`config.mk`:
```
export PLATFORM = sky130hd
export DESIGN_NAME = fazyrv_seq_cntrl
export DESIGN_NICKNAME = d
export VERILOG_FILES = /design/src/rtl/fazyrv_seq_cntrl.sv
export SDC_FILE = /design/constraint.sdc
export NUM_CORES = 1
export LEC_CHECK = 0
export CAP_MARGIN = 20
export CORE_ASPECT_RATIO = 0.75
export CORE_MARGIN = 4
export CORE_UTILIZATION = 48
export DETAILED_ROUTE_END_ITERATION = 12
export PLACE_DENSITY = 0.78
export RECOVER_POWER = 100
export SYNTH_ARGS = -nofsm -noshare
export SYNTH_HDL_FRONTEND = slang
export SYNTH_SLANG_ARGS = --single-unit
```
`constraint.sdc`:
```
create_clock -name clk_i -period 2 [get_ports clk_i]
set_input_delay 0.2 -clock clk_i [delete_from_list [all_inputs] [get_ports clk_i]]
set_output_delay 0.2 -clock clk_i [all_outputs]
set_load 0.05 [all_outputs]
```
`src/rtl/fazyrv_seq_cntrl.sv`:
```
// Chunk-serial sequencing FSM: fetch, RF read latency, two execute parts, memory ack,
// shift, plus a trap pass for bus timeouts and interrupts taken at instruction boundaries.
module fazyrv_seq_cntrl #(
   parameter int CHUNKSIZE = 2,
   parameter int REG_WIDTH = 32,
   parameter int CPI       = REG_WIDTH / CHUNKSIZE,
   parameter int RF_RD_LAT = 1,
   parameter int MEMDLY1   = 0,
   parameter int TIMEOUT   = 255,
   parameter int TRAP_EN   = 1
) (
   input  logic                   clk_i,
   input  logic                   rst_i,
   input  logic                   irq_i,
   input  logic                   pc_noinc_i,
   input  logic                   imem_ack_i,
   input  logic                   dmem_ack_i,
   input  logic                   any_jmp_i,
   input  logic                   any_br_i,
   input  logic                   any_ld_i,
   input  logic                   any_st_i,
   input  logic                   any_shft_i,
   input  logic                   any_slt_i,
   input  logic                   any_csr_i,
   input  logic                   shft_done_i,
   output logic                   imem_stb_o,
   output logic                   dmem_stb_o,
   output logic                   rf_ram_rstb_o,
   output logic                   rf_ram_wstb_o,
   output logic                   lsb_o,
   output logic                   msb_o,
   output logic                   pc_inc_o,
   output logic                   cyc_two_o,
   output logic                   cyc_ack_o,
   output logic                   cyc_shft_o,
   output logic                   cyc_trap_o,
   output logic                   hlt_regs_o,
   output logic                   hlt_spm_a_o,
   output logic                   hlt_imm_o,
   output logic [1:0]             trap_cause_o,
   output logic [$clog2(CPI)-1:0] icyc_o
);

   localparam int             CW       = $clog2(CPI);
   localparam logic [CW-1:0]  CYC_LAST = CW'(CPI - 1);
   localparam logic [1:0]     LAT_LAST = 2'((RF_RD_LAT > 0) ? RF_RD_LAT - 1 : 0);
   localparam logic [7:0]     TMO_MAX  = 8'(TIMEOUT);
   localparam bit             TMO_EN   = (TRAP_EN != 0) && (MEMDLY1 == 0) && (TIMEOUT != 0);

   typedef enum logic [2:0] {IFETCH, DECODE, ICYC1, ICYC2, ACK, SHIFT, TRAP} state_t;

   state_t        state;
   logic [CW-1:0] cyc;
   logic [1:0]    lat;
   logic [7:0]    tmo;
   logic          lsb_r;
   logic [1:0]    cause;

   logic imem_ack, dmem_ack, last_chunk, take_irq, two_part;

   assign imem_ack   = (MEMDLY1 != 0) || imem_ack_i;
   assign dmem_ack   = (MEMDLY1 != 0) || dmem_ack_i;
   assign last_chunk = (cyc == CYC_LAST);
   assign take_irq   = (TRAP_EN != 0) && irq_i;
   assign two_part   = any_jmp_i | any_br_i | any_st_i | any_slt_i | any_csr_i;

   // tmo only advances while the FSM sits in a strobing state, so any state change clears it
   always_ff @(posedge clk_i or posedge rst_i) begin
      if (rst_i) begin
         state <= IFETCH;
         cyc   <= '0;
         lat   <= 2'd0;
         tmo   <= 8'd0;
         lsb_r <= 1'b0;
         cause <= 2'd0;
      end else begin
         lsb_r <= msb_o;
         tmo   <= 8'd0;
         case (state)
            IFETCH: begin
               cyc <= '0;
               lat <= 2'd0;
               if (imem_ack) begin
                  state <= (RF_RD_LAT == 0) ? ICYC1 : DECODE;
               end else if (TMO_EN && tmo == TMO_MAX) begin
                  state <= TRAP;
                  cause <= 2'd1;
               end else if (TMO_EN) begin
                  tmo <= tmo + 8'd1;
               end
            end
            DECODE: begin
               if (lat == LAT_LAST) begin
                  lat   <= 2'd0;
                  state <= ICYC1;
               end else begin
                  lat <= lat + 2'd1;
               end
            end
            ICYC1: begin
               cyc <= last_chunk ? '0 : cyc + 1'b1;
               if (last_chunk) begin
                  if (any_shft_i) begin
                     state <= shft_done_i ? ICYC2 : SHIFT;
                  end else if (any_ld_i) begin
                     state <= ACK;
                  end else if (two_part) begin
                     state <= ICYC2;
                  end else begin
                     state <= take_irq ? TRAP : IFETCH;
                     cause <= take_irq ? 2'd3 : 2'd0;
                  end
               end
            end
            ICYC2: begin
               cyc <= last_chunk ? '0 : cyc + 1'b1;
               if (last_chunk) begin
                  if (any_st_i) begin
                     state <= ACK;
                  end else begin
                     state <= take_irq ? TRAP : IFETCH;
                     cause <= take_irq ? 2'd3 : 2'd0;
                  end
               end
            end
            ACK: begin
               if (dmem_ack) begin
                  if (any_ld_i) begin
                     state <= shft_done_i ? ICYC2 : SHIFT;
                  end else begin
                     state <= take_irq ? TRAP : IFETCH;
                     cause <= take_irq ? 2'd3 : 2'd0;
                  end
               end else if (TMO_EN && tmo == TMO_MAX) begin
                  state <= TRAP;
                  cause <= 2'd2;
               end else if (TMO_EN) begin
                  tmo <= tmo + 8'd1;
               end
            end
            SHIFT: begin
               cyc <= '0;
               if (shft_done_i) state <= ICYC2;
            end
            TRAP: begin
               cyc <= last_chunk ? '0 : cyc + 1'b1;
               if (last_chunk) begin
                  state <= IFETCH;
                  cause <= 2'd0;
               end
            end
            default: state <= IFETCH;
         endcase
      end
   end

   // msb_o marks the chunk whose clock edge ends a part, so lsb_o follows it by one cycle
   always_comb begin
      imem_stb_o    = 1'b0;
      dmem_stb_o    = 1'b0;
      rf_ram_rstb_o = 1'b0;
      rf_ram_wstb_o = 1'b0;
      msb_o         = 1'b0;
      hlt_regs_o    = 1'b1;
      hlt_spm_a_o   = 1'b1;
      hlt_imm_o     = 1'b1;
      case (state)
         IFETCH: begin
            imem_stb_o    = 1'b1;
            rf_ram_wstb_o = 1'b1;
            msb_o         = 1'b1;
         end
         DECODE: begin
            rf_ram_rstb_o = 1'b1;
            msb_o         = 1'b1;
         end
         ICYC1: begin
            msb_o       = last_chunk;
            hlt_regs_o  = 1'b0;
            hlt_imm_o   = any_br_i;
            hlt_spm_a_o = any_shft_i & last_chunk;
         end
         ICYC2: begin
            msb_o      = last_chunk;
            hlt_regs_o = 1'b0;
            hlt_imm_o  = 1'b0;
         end
         ACK: begin
            dmem_stb_o = 1'b1;
            msb_o      = dmem_ack;
         end
         SHIFT: msb_o = shft_done_i;
         TRAP: begin
            msb_o         = last_chunk;
            hlt_regs_o    = 1'b0;
            rf_ram_wstb_o = last_chunk;
         end
         default: msb_o = 1'b0;
      endcase
      if (rst_i) begin
         imem_stb_o    = 1'b0;
         dmem_stb_o    = 1'b0;
         rf_ram_rstb_o = 1'b0;
         rf_ram_wstb_o = 1'b0;
         msb_o         = 1'b1;
         hlt_regs_o    = 1'b1;
         hlt_spm_a_o   = 1'b1;
         hlt_imm_o     = 1'b1;
      end
   end

   assign lsb_o        = lsb_r;
   assign pc_inc_o     = ~pc_noinc_i & lsb_r &
                         ((any_br_i | any_ld_i | any_st_i) ? (state == ICYC2) : (state == ICYC1));
   assign cyc_two_o    = (state == ICYC2);
   assign cyc_ack_o    = (state == ACK);
   assign cyc_shft_o   = (state == SHIFT);
   assign cyc_trap_o   = (state == TRAP);
   assign trap_cause_o = cause;
   assign icyc_o       = cyc;

endmodule

```
==> out/qor.yml <==
worst_setup_path:
  cp_data_arrival_time_ns: 1.72
  cpLargestDelayFamily: "buffers and inverters"
  slowest_stage: "clkdlybuf4s50_1"
  required_ns: 1.80
  end_kind: "output pin"
  r2r_cells: 6
  cp.buffers_inverters: 3
  path_cells: "clkdlybuf4s50_1, nor3_1, buf_4, xnor2_1, and4b_1, buf_12"
  timing.rr.start: "tmo[0]"
  r2r_slack_ns: 0.09
  crit_type: "in -> out"
  critPathLaunchType: "input pin"
  slowest_delay_ns: 0.51
  critPathMaxFanout: 5
  r2r-end: "state[2]"
route:
  via_per_inst: 6.05
  wl_per_cell_microns: 16.9
  drtAntennaViolNets: 0
  vias: 1530
  route.detailed.drc: 0
  first_pass_iters: 5
  first_iter_violations: 123
  wl_microns: 4290
global_routing:
  grt_max_degree: 14
  met2_usage: 0.406
  grt_pass1_vias: 1454
  antenna_found_initial: 0
  overflow: 0
  met1_usage: 0.315
  met3_usage: 0.0532
  grt_pass1_wl_microns: 7130
  busiest_layer: "met2"
  grt_usage: 0.239
layout:
  final_cell_mix: "nand2_1, buf_4, dfrtp_1"
  areaGrowthSynthToFinish_pct: 44.2
  seq_area_sq_um: 507
  final_util: 0.747
  drive_gt1_frac: 0.230
  multi_input_area_sq_um: 832
  diodes: 0
  finalNonFillerCells: 253
  nets: 236
  design_area_sq_um: 2000
  nFillCells: 214
power_and_ir_drop:
  swShare: 0.489
  p_seq_frac: 0.237
  pwr-share-comb: 0.647
  cellPowerDensity_nw_per_um2: 1360
  ir_drop_mv: 1.13
  clkPwrFrac: 0.116
  leakage_uw: 0.000896
  switching_power_uw: 1330
  internal_power_uw: 1390
logic_synthesis:
  synth.largest_area_cell: "dfrtp_1"
  async_reset_ff_frac: 1.00
  synth.distinct_cells: 46
  synth_edf_count: 0
  synth_cells: 171
  yosys_register_bits: 20
  ys_seq_area_frac: 0.360
  ys_dominant_reg_cell: "dfrtp_1"
  synth_top_area_frac: 0.360
  yosysWarnings: 0
  ys_top_cells_by_area: "dfrtp_1, nand2_1, a21oi_1, o21ai_0, ha_1"
  netlist_area_sq_um: 1390
  synth_nets: 189
  syn_avg_cell_area_sq_um: 8.13
cts:
  clk_pin_slew_ns: 0.08
  tritoncts: "done"
  clock_latency_ns: 0.26
  clockRootBuffer: "clkbuf_8"
  htreeDepth: 1
  cts.sinks: 20
  numCtsBuffers: 3
  post_cts_buffers: 0
  clockBufferDepth: 2
timing:
  tightestPinTransition_ns: 0.754
  setup_viol: 0
  min_period_over_period: 0.960
  maxSlewViolCount: 0
  max_freq_mhz: 521
  max_slew_margin: 0.497
  fin_tns_setup_ns: 0
  fin_ws_ns: 0.0807
  period_minus_slack_ns: 1.92
  rsz0062_at_grt: "yes"
  clock_skew_ns: 0.00491
  final_hold_viol_count: 0
die:
  ios: 34
  start_util: 0.518
  fp.dieH_microns: 54.6
  rows: 16
  die_w_microns: 70.1
  die_area_sq_um: 3830
  core_area_sq_um: 2680
place:
  placed_area_sq_um: 1970
  pre_cts_ws_ns: -0.00122
  dp_cells: 249
  port_buffers: 33
  dp_hpwl_microns: 3330
  gp_congestion: 0.908
outcome:
  status: "finished clean"
hold_path:
  hold_class: "in -> async"
run:
  maxCapViolations: 0
-- sequential cells by signal, summed over array words and instances (netlist names) --
register      count
state             3
trap_cause_o      2
icyc_o            4
tmo               8
lat               2
lsb_o             1
-- logic make-up after synthesis --
group | Yosys count | share of synthesized area
buffers and inverters | 21 | 0.0630
adder cells (fa/ha/maj) | 4 | 0.0360
AND/OR/NAND/NOR | 66 | 0.237
XOR/XNOR | 9 | 0.0567
multiplexers | 3 | 0.0288
AO/OA/AOI/OAI | 48 | 0.219
flip-flops | 20 | 0.360
-- final cells by class --
cell class / instances / share of cell area
clock buffer: 4 / 0.0275
timing repair buffer: 51 / 0.258
sequential: 20 / 0.253
multi-input combinational: 130 / 0.415
inverter: 12 / 0.0243
tap: 36 / 0.0225
-- cell usage after synthesis (all sizes together) (3+ instances only) --
master and instances:
nor2 13, xnor2 4, nor3 6, xor2 5, dfrtp 20, a21oi 13
and3 4, nand2 18, o21ai 14, ha 4, or3 3, nand3 10
nor4 3, inv 11, buf 7
-- repair_timing --
item                                    CTS  global route
hold buffers                              0             0
pin swaps                                 0             1
endpoints found under the setup margin    1             8
gates resized for setup                   1             7
-- worst max path at each step --
stage                         start  slack, ns  cells after the start              end
final                      any_ld_i       0.08                      6         pc_inc_o
after global routing         tmo[0]     -0.007                      6  trap_cause_o[0]
after CTS                  state[2]      0.006                      5    rf_ram_wstb_o
after detailed placement  any_jmp_i     -0.001                      5  trap_cause_o[1]
after global placement    any_jmp_i       0.02                      5  trap_cause_o[0]
after floorplan            state[2]      -0.10                      4    rf_ram_wstb_o
-- per-stage QoR --
stage | total power [uW] | hold slack [ns]
2_1_floorplan | 1760 | 0.211
3_3_place_gp | 2370 | 0.461
3_5_place_dp | 2420 | 0.473
4_1_cts | 2740 | 0.333
5_1_grt | 2880 | 0.435
6_report | 2720 | 0.412
-- power by group through the flow --
stage / registers (uW) / logic [uW] / clock network (uW)
finish: 644 / 1760 / 316
CTS: 641 / 1780 / 319
global placement: 640 / 1730 / 0
global route: 658 / 1880 / 344
detailed placement: 647 / 1770 / 0
floorplan: 776 / 989 / 0
-- routing by layer --
metal  routed length (microns)  part of all wire
met2                      1920              0.45
met4                        61             0.014
met3                       402             0.094
met1                      1900              0.44
met5                         0                 0
Note: power is estimated with default switching activity, not from simulation.
